## config.mk

```make
export PLATFORM = sky130hd
export DESIGN_NAME = pmem_arbiter
export DESIGN_NICKNAME = d
export VERILOG_FILES = /design/src/rtl/pmem_arbiter.sv
export SDC_FILE = /design/constraint.sdc
export NUM_CORES = 1
export LEC_CHECK = 0
export BUFFER_PORTS_ARGS = -buffer_cell sky130_fd_sc_hd__buf_2
export CAP_MARGIN = 20
export CELL_PAD_IN_SITES_DETAIL_PLACEMENT = 1
export CELL_PAD_IN_SITES_GLOBAL_PLACEMENT = 1
export CORE_AREA = 2 2 331 333
export CTS_CLUSTER_DIAMETER = 30
export CTS_CLUSTER_SIZE = 28
export DETAILED_ROUTE_END_ITERATION = 10
export DIE_AREA = 0 0 333 335
export PLACE_DENSITY_LB_ADDON = 0.1
export SLEW_MARGIN = 20
export SYNTH_ARGS = -nofsm -noshare
export SYNTH_HDL_FRONTEND = slang
export SYNTH_SLANG_ARGS = --single-unit
```

## constraint.sdc

```tcl
create_clock -name clk -period 4.5 [get_ports clk]
set_clock_uncertainty 0.2 [all_clocks]
set_input_delay 0.225 -clock clk [delete_from_list [all_inputs] [get_ports clk]]
set_output_delay 0.225 -clock clk [all_outputs]
set_load 0.02 [all_outputs]
```

## src/rtl/pmem_arbiter.sv

```systemverilog
`default_nettype none
// ============================================================================
// Module      : pmem_arbiter
// Description : Shares one physical-memory port between the instruction
//               cache and the data cache. Grants one line transaction at a
//               time, latches its command/address/write line, routes the
//               response and read line back to the granted cache only, and
//               counts the cycles a request waits on the other client.
//
// Ports
//   clk, reset                     clock, asynchronous active-high reset
//   i_pmem_read/_write/_address/_wdata  icache request (inputs)
//   i_pmem_resp/_rdata             icache response (outputs)
//   d_pmem_read/_write/_address/_wdata  dcache request (inputs)
//   d_pmem_resp/_rdata             dcache response (outputs)
//   pmem_read/_write/_address/_wdata   registered command to memory
//   pmem_resp/_rdata               memory response (inputs)
//   contention_count               saturating wait-cycle counter
//
// Revision    : 1.0 - initial release
// ============================================================================
module pmem_arbiter #(
    parameter int LINE_W = 128,
    parameter int ADDR_W = 16,
    parameter int CNT_W  = 16
) (
    input  logic              clk,
    input  logic              reset,

    input  logic              i_pmem_read,
    input  logic              i_pmem_write,
    input  logic [ADDR_W-1:0] i_pmem_address,
    input  logic [LINE_W-1:0] i_pmem_wdata,
    output logic              i_pmem_resp,
    output logic [LINE_W-1:0] i_pmem_rdata,

    input  logic              d_pmem_read,
    input  logic              d_pmem_write,
    input  logic [ADDR_W-1:0] d_pmem_address,
    input  logic [LINE_W-1:0] d_pmem_wdata,
    output logic              d_pmem_resp,
    output logic [LINE_W-1:0] d_pmem_rdata,

    output logic              pmem_read,
    output logic              pmem_write,
    output logic [ADDR_W-1:0] pmem_address,
    output logic [LINE_W-1:0] pmem_wdata,
    input  logic              pmem_resp,
    input  logic [LINE_W-1:0] pmem_rdata,

    output logic [CNT_W-1:0]  contention_count
);

    typedef enum logic [1:0] {
        S_IDLE   = 2'd0,
        S_BUSY_I = 2'd1,
        S_BUSY_D = 2'd2,
        S_DONE   = 2'd3
    } state_t;

    localparam logic [CNT_W-1:0] c_CNT_ONE = {{(CNT_W-1){1'b0}}, 1'b1};
    localparam logic [CNT_W-1:0] c_CNT_MAX = {CNT_W{1'b1}};

    state_t              r_state;
    logic                r_last_d;      // 1 when the dcache received the most recent grant
    logic                r_pmem_read;
    logic                r_pmem_write;
    logic [ADDR_W-1:0]   r_pmem_address;
    logic [LINE_W-1:0]   r_pmem_wdata;
    logic [CNT_W-1:0]    r_contention;

    logic                w_i_req;
    logic                w_d_req;
    logic                w_grant_d;
    logic                w_other_req;
    logic                w_i_resp;
    logic                w_d_resp;

    assign w_i_req = i_pmem_read | i_pmem_write;
    assign w_d_req = d_pmem_read | d_pmem_write;

    // dcache wins when it is alone, or on a tie when the icache had the last grant.
    assign w_grant_d = w_d_req & (~w_i_req | ~r_last_d);

    // The client that is not being served is still asking for the port.
    // In DONE the served client is the one recorded as the last grant.
    always_comb begin
        w_other_req = 1'b0;
        case (r_state)
            S_BUSY_I: w_other_req = w_d_req;
            S_BUSY_D: w_other_req = w_i_req;
            S_DONE:   w_other_req = r_last_d ? w_i_req : w_d_req;
            default:  w_other_req = 1'b0;
        endcase
    end

    // Responses are only forwarded while the owning transaction is in flight.
    assign w_i_resp = (r_state == S_BUSY_I) & pmem_resp;
    assign w_d_resp = (r_state == S_BUSY_D) & pmem_resp;

    always_ff @(posedge clk or posedge reset) begin
        if (reset) begin
            r_state        <= S_IDLE;
            r_last_d       <= 1'b1;
            r_pmem_read    <= 1'b0;
            r_pmem_write   <= 1'b0;
            r_pmem_address <= '0;
            r_pmem_wdata   <= '0;
        end else begin
            case (r_state)
                S_IDLE: begin
                    if (w_grant_d) begin
                        // Read and write together is treated as a write.
                        r_pmem_write   <= d_pmem_write;
                        r_pmem_read    <= d_pmem_read & ~d_pmem_write;
                        r_pmem_address <= d_pmem_address;
                        r_pmem_wdata   <= d_pmem_wdata;
                        r_last_d       <= 1'b1;
                        r_state        <= S_BUSY_D;
                    end else if (w_i_req) begin
                        r_pmem_write   <= i_pmem_write;
                        r_pmem_read    <= i_pmem_read & ~i_pmem_write;
                        r_pmem_address <= i_pmem_address;
                        r_pmem_wdata   <= i_pmem_wdata;
                        r_last_d       <= 1'b0;
                        r_state        <= S_BUSY_I;
                    end
                end
                S_BUSY_I, S_BUSY_D: begin
                    if (pmem_resp) begin
                        r_pmem_read  <= 1'b0;
                        r_pmem_write <= 1'b0;
                        r_state      <= S_DONE;
                    end
                end
                S_DONE: begin
                    // Dead cycle so the served cache can drop its request.
                    r_state <= S_IDLE;
                end
                default: begin
                    r_state <= S_IDLE;
                end
            endcase
        end
    end

    always_ff @(posedge clk or posedge reset) begin
        if (reset) begin
            r_contention <= '0;
        end else if (w_other_req && (r_contention != c_CNT_MAX)) begin
            r_contention <= r_contention + c_CNT_ONE;
        end
    end

    assign i_pmem_resp      = w_i_resp;
    assign d_pmem_resp      = w_d_resp;
    assign i_pmem_rdata     = w_i_resp ? pmem_rdata : '0;
    assign d_pmem_rdata     = w_d_resp ? pmem_rdata : '0;

    assign pmem_read        = r_pmem_read;
    assign pmem_write       = r_pmem_write;
    assign pmem_address     = r_pmem_address;
    assign pmem_wdata       = r_pmem_wdata;
    assign contention_count = r_contention;

endmodule
`default_nettype wire
```

* Yosys cells after proc, flatten, opt, wreduce, memory -nomap -nowiden
Cells that the tools add are included.
** Word-level totals
- Word-level logic and storage cells :: 55
- Flip-flop bits (word level) :: 165
- Output and inout port bits :: 420
- Bits of input ports :: 423
** Operators by class
- Reduce and logical (&&, ||, !) cells :: 8
- Bitwise gates (word level) :: 12
- Equal/unequal tests :: 6
- Mux-type cells :: 21
- Add/subtract/negate cells :: 1
** Operators by type and width (number)
- $mux W128 :: 4
- $mux W16 :: 2
- $add A16 B1 Y16 const B :: 1
- $ne A16 B16 Y1 const B :: 1
- $mux W1 :: 8
- $mux W2 :: 3
- $pmux W2 S3 :: 1
- $and A1 B1 Y1 :: 5
- $eq A2 B2 Y1 const B :: 2
- $not A1 Y1 :: 4
- $pmux W1 S2 :: 2
- $reduce_and A2 Y1 :: 2
- $reduce_bool A2 Y1 :: 2
- $ne A3 B3 Y1 const B :: 1
- $or A1 B1 Y1 :: 3
- $pmux W1 S3 :: 1
- $reduce_and A3 Y1 :: 1
- $eq A2 B1 Y1 const B :: 1
- $logic_not A2 Y1 :: 1
- $ne A2 B2 Y1 const B :: 1
- $reduce_or A2 Y1 :: 1
- $logic_and A1 B1 Y1 :: 1

* Depth between registers and ports, before layout
Gate-level depths: netlist (run 1).
- Depth after elaboration :: 6
- Mapped depth :: 8
- Mapped depth without buffers :: 6

* Least setup slack after synthesis (run 1)
No wires, ideal clock.
- Kind :: reg-to-reg
- Start point :: register r_contention[3], in the netlist contention_count[3]
- End point :: register r_contention[1], in the netlist contention_count[1]
- Cell stages (with the launch flop) :: 6
- Required time :: 4.175 ns
- Buffers on the path :: 0
- Clock period less this slack :: 2.293 ns
- Setup time :: 0.125 ns
- Setup slack :: 2.207 ns
- Arrival :: 1.968 ns
- Path through :: dfrtp_1 -> nand3_1 -> or4_4 -> or3_4 -> nand2_1 -> mux2_2
** Between the ends
- Cells in the longest elaborated chain, start to end :: 2
** RTL lines
- start: declaration :: line 70 : logic [CNT_W-1:0] r_contention;
- start signal: assignment :: line 151 : r_contention <= r_contention + c_CNT_ONE;
- $ne A16 B16 Y1 :: line 150 : end else if (w_other_req && (r_contention != c_CNT_MAX)) begin
- $logic_and A1 B1 Y1 :: line 150
No other way between the ends.
A chain may end at the register's enable or synchronous reset.

* Final worst setup path (run 1)
- Start point :: input port i_pmem_read
- End point :: register r_pmem_wdata[78], in the netlist pmem_wdata[78]
** Between the ends
- Cells in the longest elaborated chain, start to end :: 6
- Elaborated cells between the ends (all ways) :: 7
- Those cells by class :: mux: 1; bitwise: 4; reduce/logical: 2
** RTL lines
- start: declaration :: line 30 : input logic i_pmem_read,
- $or A1 B1 Y1 (*) :: line 79 : assign w_i_req = i_pmem_read | i_pmem_write;
- $not A1 Y1 :: line 83 : assign w_grant_d = w_d_req & (~w_i_req | ~r_last_d);
- $or A1 B1 Y1 :: line 83
- $and A1 B1 Y1 :: line 83
- $reduce_bool A2 Y1 (no line)
- $reduce_and A2 Y1 (no line)
- end signal: assignment :: line 117 : r_pmem_wdata <= d_pmem_wdata;
- end signal: assignment :: line 124 : r_pmem_wdata <= i_pmem_wdata;
- end: declaration :: line 69 : logic [LINE_W-1:0] r_pmem_wdata;
Mark *: on every way between the ends. The rest lies on a longest branch, timed or not.

==> results_dict.tcl, run 1 <==
set metrics [dict create \
    fillerInstances 13000 \
    wl_um 68800 \
    dp_hpwl_um 55300 \
    layout.area.seq_um2 4130 \
    ys_seq_area_share_pct 43.2 \
    antenna_found_initial 70 \
    nets 2548 \
    crit_arrival_ns 3.68 \
    timing.fmax_mhz 284 \
    ys.flop_type "dfrtp_1" \
    crit_required_ns 4.66 \
    relSlewSlack_pct 29.3 \
    grt_start_max_net_pins 238 \
    die_area_um2 112000 \
    power_density_nw_per_um2 538 \
    clock_latency_ns 0.48 \
    layout-drive-gt1-share_pct 42.5 \
    path_buf_inv 4 \
    ctsLongestPathBuffers 2 \
    p_leak_nw 10.6 \
    startpoint_type "primary input" \
    synthCells 1055 \
    clock_sinks 165 \
    crit_family "buffers and inverters" \
    io_pins 843 \
    cts_tree "built" \
    report.final.slew_viol_count 0 \
    cp_max_fo 18 \
    port_buffers 842 \
    post-route-min-period_ns 3.52 \
    async_reset_ff_share_pct 100 \
    grt_usage_pct 11.9 \
    placedCellCount 3221 \
    path_common_cell "dlygate4sd3_1" \
    hold_viol_final 0 \
    drt_iter0_markers 385 \
    hp-class "in2async" \
    synth_edf_count 0 \
    clk_pin_slew_ns 0.07 \
    worstSetupPathType "in2reg" \
    cts_resized 0 \
    rows 121 \
    ys_ff_latch 165 \
    fin_cells 3561 \
    wire_per_inst_um 19.3 \
    ys_types 41 \
    yosysWarnings 0 \
    cts_buffers 17 \
    cp_cell_sequence "dlygate4sd3_1, buf_2, or2_2, a21oi_4, mux2i_1, dlygate4sd3_1, o21ai_0, dlygate4sd3_1" \
    final_common_cell "buf_2" \
    grt_pass1_vias 13200 \
    multi_input_area_um2 4990 \
    area_growth_pct 97.9 \
    ir_worst_vdd_uv 395 \
    rsz0062_at_grt "false" \
    avgViaCountPerCell 3.49 \
    finalSetupTns_ns 0 \
    cts_setup_buffers 0 \
    overflow 0 \
    dr.pass1.iters 4 \
    gp_congestion 0.887 \
    die_x_um 333 \
    syn_area_per_cell_um2 9.05 \
    crit_path_end_kind "flop" \
    maxCapViolations 0 \
    outcome "completed" \
    finalPower_mw 10.2 \
    syn-num-nets 1484 \
    cp_slowest_cell "a21oi_4" \
    final_cell_mix "841 x buf_2, 292 x dlygate4sd3_1, 259 x and3_1, 164 x dfrtp_1, 155 x nand2_1" \
    drc 0 \
    die_height_um 335 \
    grt_pass1_wl_um 96400 \
    num_vias 12400 \
    start_util_pct 8.84 \
    core-area_um2 108000 \
    htree_levels 4 \
    ant_nets 0 \
    worst_pin_slew_ns 1.06 \
    synth_area_um2 9550 \
    min_period_over_period_pct 78.2 \
    slowest_delay_ns 0.68 \
    setup_viol 0 \
    clockRootBuffer "clkbuf_16" \
]
## cells in the mapped netlist, drive strengths merged (12+ instances only)
master  instances  area, µm²
mux2i         145       1450
xnor2          12        105
buf            33        171
clkbuf         74        278
o21ai         148        741
and3          259       1620
dfrtp         164       4100
nand2         155        582
## per-layer routing
metal  up-vias  share of wire (%)  track usage (%)
met3       128                8.9             4.92
li1       5851                  -                -
met1      5816                 37             12.1
met4        30                2.5             3.01
met5         -               0.28                0
met2       592                 52             22.3
## per-stage QoR
step	util (%)	worst slack, ns	cell area (µm²)	hold slack, ns
2_1_floorplan	-	1.98	9560	0.221
3_3_place_gp	14.2	1.73	15300	0.259
3_5_place_dp	14.2	1.71	15300	0.266
4_1_cts	17.4	1.02	18800	0.0216
5_1_grt	17.5	0.847	18900	0.0262
6_report	17.5	0.982	18900	0.0595
## worst paths after layout
path / depth (start not counted) / slack (ns) / to / startpoint
worst max-delay path: 8 / 0.98 / pmem_wdata[78]$_DFFE_PP0P_ / i_pmem_read
worst min-delay path: 3 / 0.06 / pmem_wdata[54]$_DFFE_PP0P_ / reset
worst min register to register: 2 / 0.28 / pmem_address[9]$_DFFE_PP0P_ / pmem_address[9]$_DFFE_PP0P_
max in group asynchronous: 5 / 2.96 / contention_count[10]$_DFFE_PP0P_ / reset
min in group clk: 3 / 0.07 / pmem_write$_DFFE_PP0P_ / i_pmem_write
worst max register to register: 5 / 1.41 / pmem_wdata[78]$_DFFE_PP0P_ / r_last_d$_DFFE_PP1P_
## layout make-up
cell class | count | area share (%)
timing repair buffer | 1152 | 38.9
sequential | 165 | 21.8
tap | 1414 | 9.36
multi-input combinational | 777 | 26.4
clock buffer | 18 | 2.32
clock inverter | 14 | 0.808
inverter | 6 | 0.139
antenna | 15 | 0.199
## sequential cells by signal (all words and copies together), names as in the netlist
register / count
contention_count: 16
pmem_address: 16
pmem_read: 1
pmem_wdata: 128
pmem_write: 1
r_last_d: 1
r_state: 2
## logic make-up (layout without fill, tap and decap cells)
| kind of cell | count (synthesis) | after routing | synth area share (%) |
|---|---|---|---|
| other | 0 | 15 | 0 |
| and+or+nand+nor | 447 | 447 | 25.2 |
| AOI/OAI and AO/OA | 164 | 164 | 9.14 |
| xor gates and xnor gates | 12 | 12 | 1.10 |
| buffers and inverters | 113 | 1190 | 4.94 |
| muxes | 148 | 148 | 15.5 |
| adders and majority gates | 6 | 6 | 0.786 |
| DFF | 165 | 165 | 43.2 |
## worst reg2reg max path, stage by stage (launching register included)
cell and delay, ns:
dfstp_2 0.41, a21oi_4 0.66, mux2i_1 0.39, dlygate4sd3_1 0.64
o21ai_0 0.09, dlygate4sd3_1 0.58
## where the power goes
part	internal [mW]	switching [mW]
logic	2.20	3.79
clock network	0.839	0.757
registers	2.18	0.414
## what timing repair did
item / 4_1_cts / 5_1_grt
setup endpoints to repair: 0 / 0
hold buffers: 292 / 0
hold endpoints to repair: 179 / 0
No activity file was read; power rests on OpenSTA's default activity.
==> run 2: changes to the inputs <==
--- a/config.mk
+++ b/config.mk
@@ -9,11 +9,11 @@
 export CAP_MARGIN = 20
 export CELL_PAD_IN_SITES_DETAIL_PLACEMENT = 1
 export CELL_PAD_IN_SITES_GLOBAL_PLACEMENT = 1
-export CORE_AREA = 2 2 331 333
+export CORE_AREA = 2 2 330 332
 export CTS_CLUSTER_DIAMETER = 30
 export CTS_CLUSTER_SIZE = 28
 export DETAILED_ROUTE_END_ITERATION = 10
-export DIE_AREA = 0 0 333 335
+export DIE_AREA = 0 0 332 334
 export PLACE_DENSITY_LB_ADDON = 0.1
 export SLEW_MARGIN = 20
 export SYNTH_ARGS = -nofsm -noshare
==> constraint.sdc (replaced) <==
create_clock -name clk -period 3.7 [get_ports clk]
set_clock_uncertainty 0.2 [all_clocks]
set_input_delay 0.185 -clock clk [delete_from_list [all_inputs] [get_ports clk]]
set_output_delay 0.185 -clock clk [all_outputs]
set_load 0.02 [all_outputs]
==> results_dict.tcl, run 2 (synthesis gave the netlist of run 1 again) <==
set metrics [dict create \
    outcome "finished, violations left" \
    violations "negative hold slack" \
    dr.pass1.iters 4 \
    worstSetupPathType "in2reg" \
    rows 121 \
    power_density_nw_per_um2 653 \
    hp-start "i_pmem_wdata[10]" \
    pwr-share-seq_pct 25.3 \
    area_growth_pct 97.9 \
    antenna_found_initial 42 \
    grt_usage_pct 11.6 \
    gp_congestion 0.864 \
    maxCapViolations 0 \
    clk_pin_slew_ns 0.07 \
    clock_sinks 165 \
    start_util_pct 8.86 \
    crit_path_end_kind "flop" \
    post-place-ws_ns 1.02 \
    avgViaCountPerCell 3.45 \
    clock_latency_ns 0.48 \
    min_period_over_period_pct 85.6 \
    drc 0 \
    hold_end "pmem_wdata[10]$_DFFE_PP0P_" \
    grt_start_max_net_pins 145 \
    wire_per_inst_um 18.7 \
    die_x_um 332 \
    pwr-share-comb_pct 58.8 \
    clockRootBuffer "clkbuf_16" \
    setup_viol 0 \
    hold_slack_ns -0.0173 \
    hp-class "in2reg" \
    finalSetupTns_ns 0 \
    rsz0062_at_grt "false" \
    htree_levels 4 \
    crit_arrival_ns 3.33 \
    grt_pass1_vias 13100 \
    dp_hpwl_um 53100 \
    hold_viol_final 1 \
    cts_tree "built" \
    startpoint_type "primary input" \
    drt_iter0_markers 337 \
    wl_met1_um 25700 \
    cp_max_fo 65 \
    wl_met3_um 5000 \
    multi_input_area_um2 4990 \
    core-area_um2 108000 \
    die_height_um 334 \
    finalWorstSetupSlack_ns 0.533 \
    timing.rr.start "r_last_d$_DFFE_PP1P_" \
    p_sw_share_pct 48.6 \
    route.top_layer_used "met5" \
    crit_required_ns 3.86 \
    timing.fmax_mhz 316 \
    ant_nets 0 \
    io_pins 843 \
    finalPower_mw 12.3 \
    num_vias 12300 \
    post-route-min-period_ns 3.17 \
    ir_worst_vdd_uv 443 \
    nets 2546 \
    cts_buffers 17 \
    report.final.slew_viol_count 0 \
    p_int_mw 6.35 \
    port_buffers 842 \
    fillerInstances 13000 \
    largest_reg_flops 128 \
    grt_pass1_wl_um 94600 \
    regToRegSetupSlack_ns 0.96 \
    layout-drive-gt1-share_pct 42.4 \
    p_sw_mw 6.00 \
    whs_path_depth 3 \
    final_cell_mix "841 x buf_2, 293 x dlygate4sd3_1, 259 x and3_1, 164 x dfrtp_1, 155 x nand2_1" \
    layout.area.seq_um2 4130 \
    relSlewSlack_pct 34.8 \
    p_leak_nw 10.6 \
    wl_met2_um 34400 \
    r2r-end "pmem_wdata[79]$_DFFE_PP0P_" \
    rr_worst_depth 6 \
    pwr-share-clk_pct 16.0 \
    die_area_um2 111000 \
    wl_um 66300 \
    overflow 0 \
    ctsLongestPathBuffers 2 \
    cts_resized 0 \
    worst_pin_slew_ns 0.977 \
    final_common_cell "buf_2" \
]
run 2: cell count changes in the layout (fill, tap and decap cells not counted), sizes merged:
cell / previous run / this run
buf: 860 / 857
diode: 15 / 10
clkinv: 7 / 2
clkinvlp: 3 / 2
clkbuf: 18 / 17
inv: 8 / 15
dlygate4sd3: 292 / 293
run 2: layer usage:
metal / up-vias / GRT usage [%]
li1: 5848 / -
met1: 5770 / 12.5
met2: 544 / 21.6
met3: 95 / 4.06
met4: 16 / 2.50
met5: - / 0
run 2: final cells by class:
type                    instances  area share, %
clock buffers                  17           2.25
clock inverters                15          0.960
diodes                         10          0.132
repair buffers               1150           38.9
flip-flops and latches        165           21.8
multi-input cells             777           26.4
inverters                       6          0.139
well taps                    1414           9.36
run 2: repair_timing:
action | CTS | global route
hold buffers | 293 | 0
endpoints found under the hold margin | 166 | 0
buffers inserted | 0 | 0
run 2: worst max path at each step:
stage | from | end | cells after the start
after floorplan | reset | contention_count[0]$_DFFE_PP0P_ | 1
after global placement | i_pmem_write | pmem_wdata[10]$_DFFE_PP0P_ | 6
after detailed placement | i_pmem_write | pmem_wdata[10]$_DFFE_PP0P_ | 6
after CTS | i_pmem_write | pmem_wdata[79]$_DFFE_PP0P_ | 9
after global routing | i_pmem_write | pmem_wdata[79]$_DFFE_PP0P_ | 9
final | i_pmem_write | pmem_wdata[79]$_DFFE_PP0P_ | 9
run 2: power by group through the flow:
| stage | logic (mW) | clock network, mW | registers, mW |
|---|---|---|---|
| 6_report | 7.26 | 1.97 | 3.12 |
| 5_1_grt | 7.99 | 2.16 | 3.27 |
| 4_1_cts | 7.48 | 2.10 | 3.15 |
| 3_5_place_dp | 6.88 | 0 | 3.16 |
| 3_3_place_gp | 6.86 | 0 | 3.15 |
| 2_1_floorplan | 3.08 | 0 | 4.07 |
run 2: per-stage QoR:
step                instances  utilization (%)  instance area (µm²)  hold WS (ns)
floorplan                1055                -                 9560         0.181
detailed placement       3219             14.2                15300         0.140
global placement         3219             14.2                15300         0.132
global route             3547             17.5                18900        0.0310
finish                   3554             17.5                18900       -0.0173
CTS                      3544             17.5                18900      0.000695
run 2: worst max-delay path: stages:
cell	delay, ns
dlygate4sd3_1	0.54
buf_2	0.18
or2_2	0.38
a21oi_4	0.23
buf_12	0.36
mux2i_1	0.23
dlygate4sd3_1	0.55
o21ai_0	0.06
dlygate4sd3_1	0.57
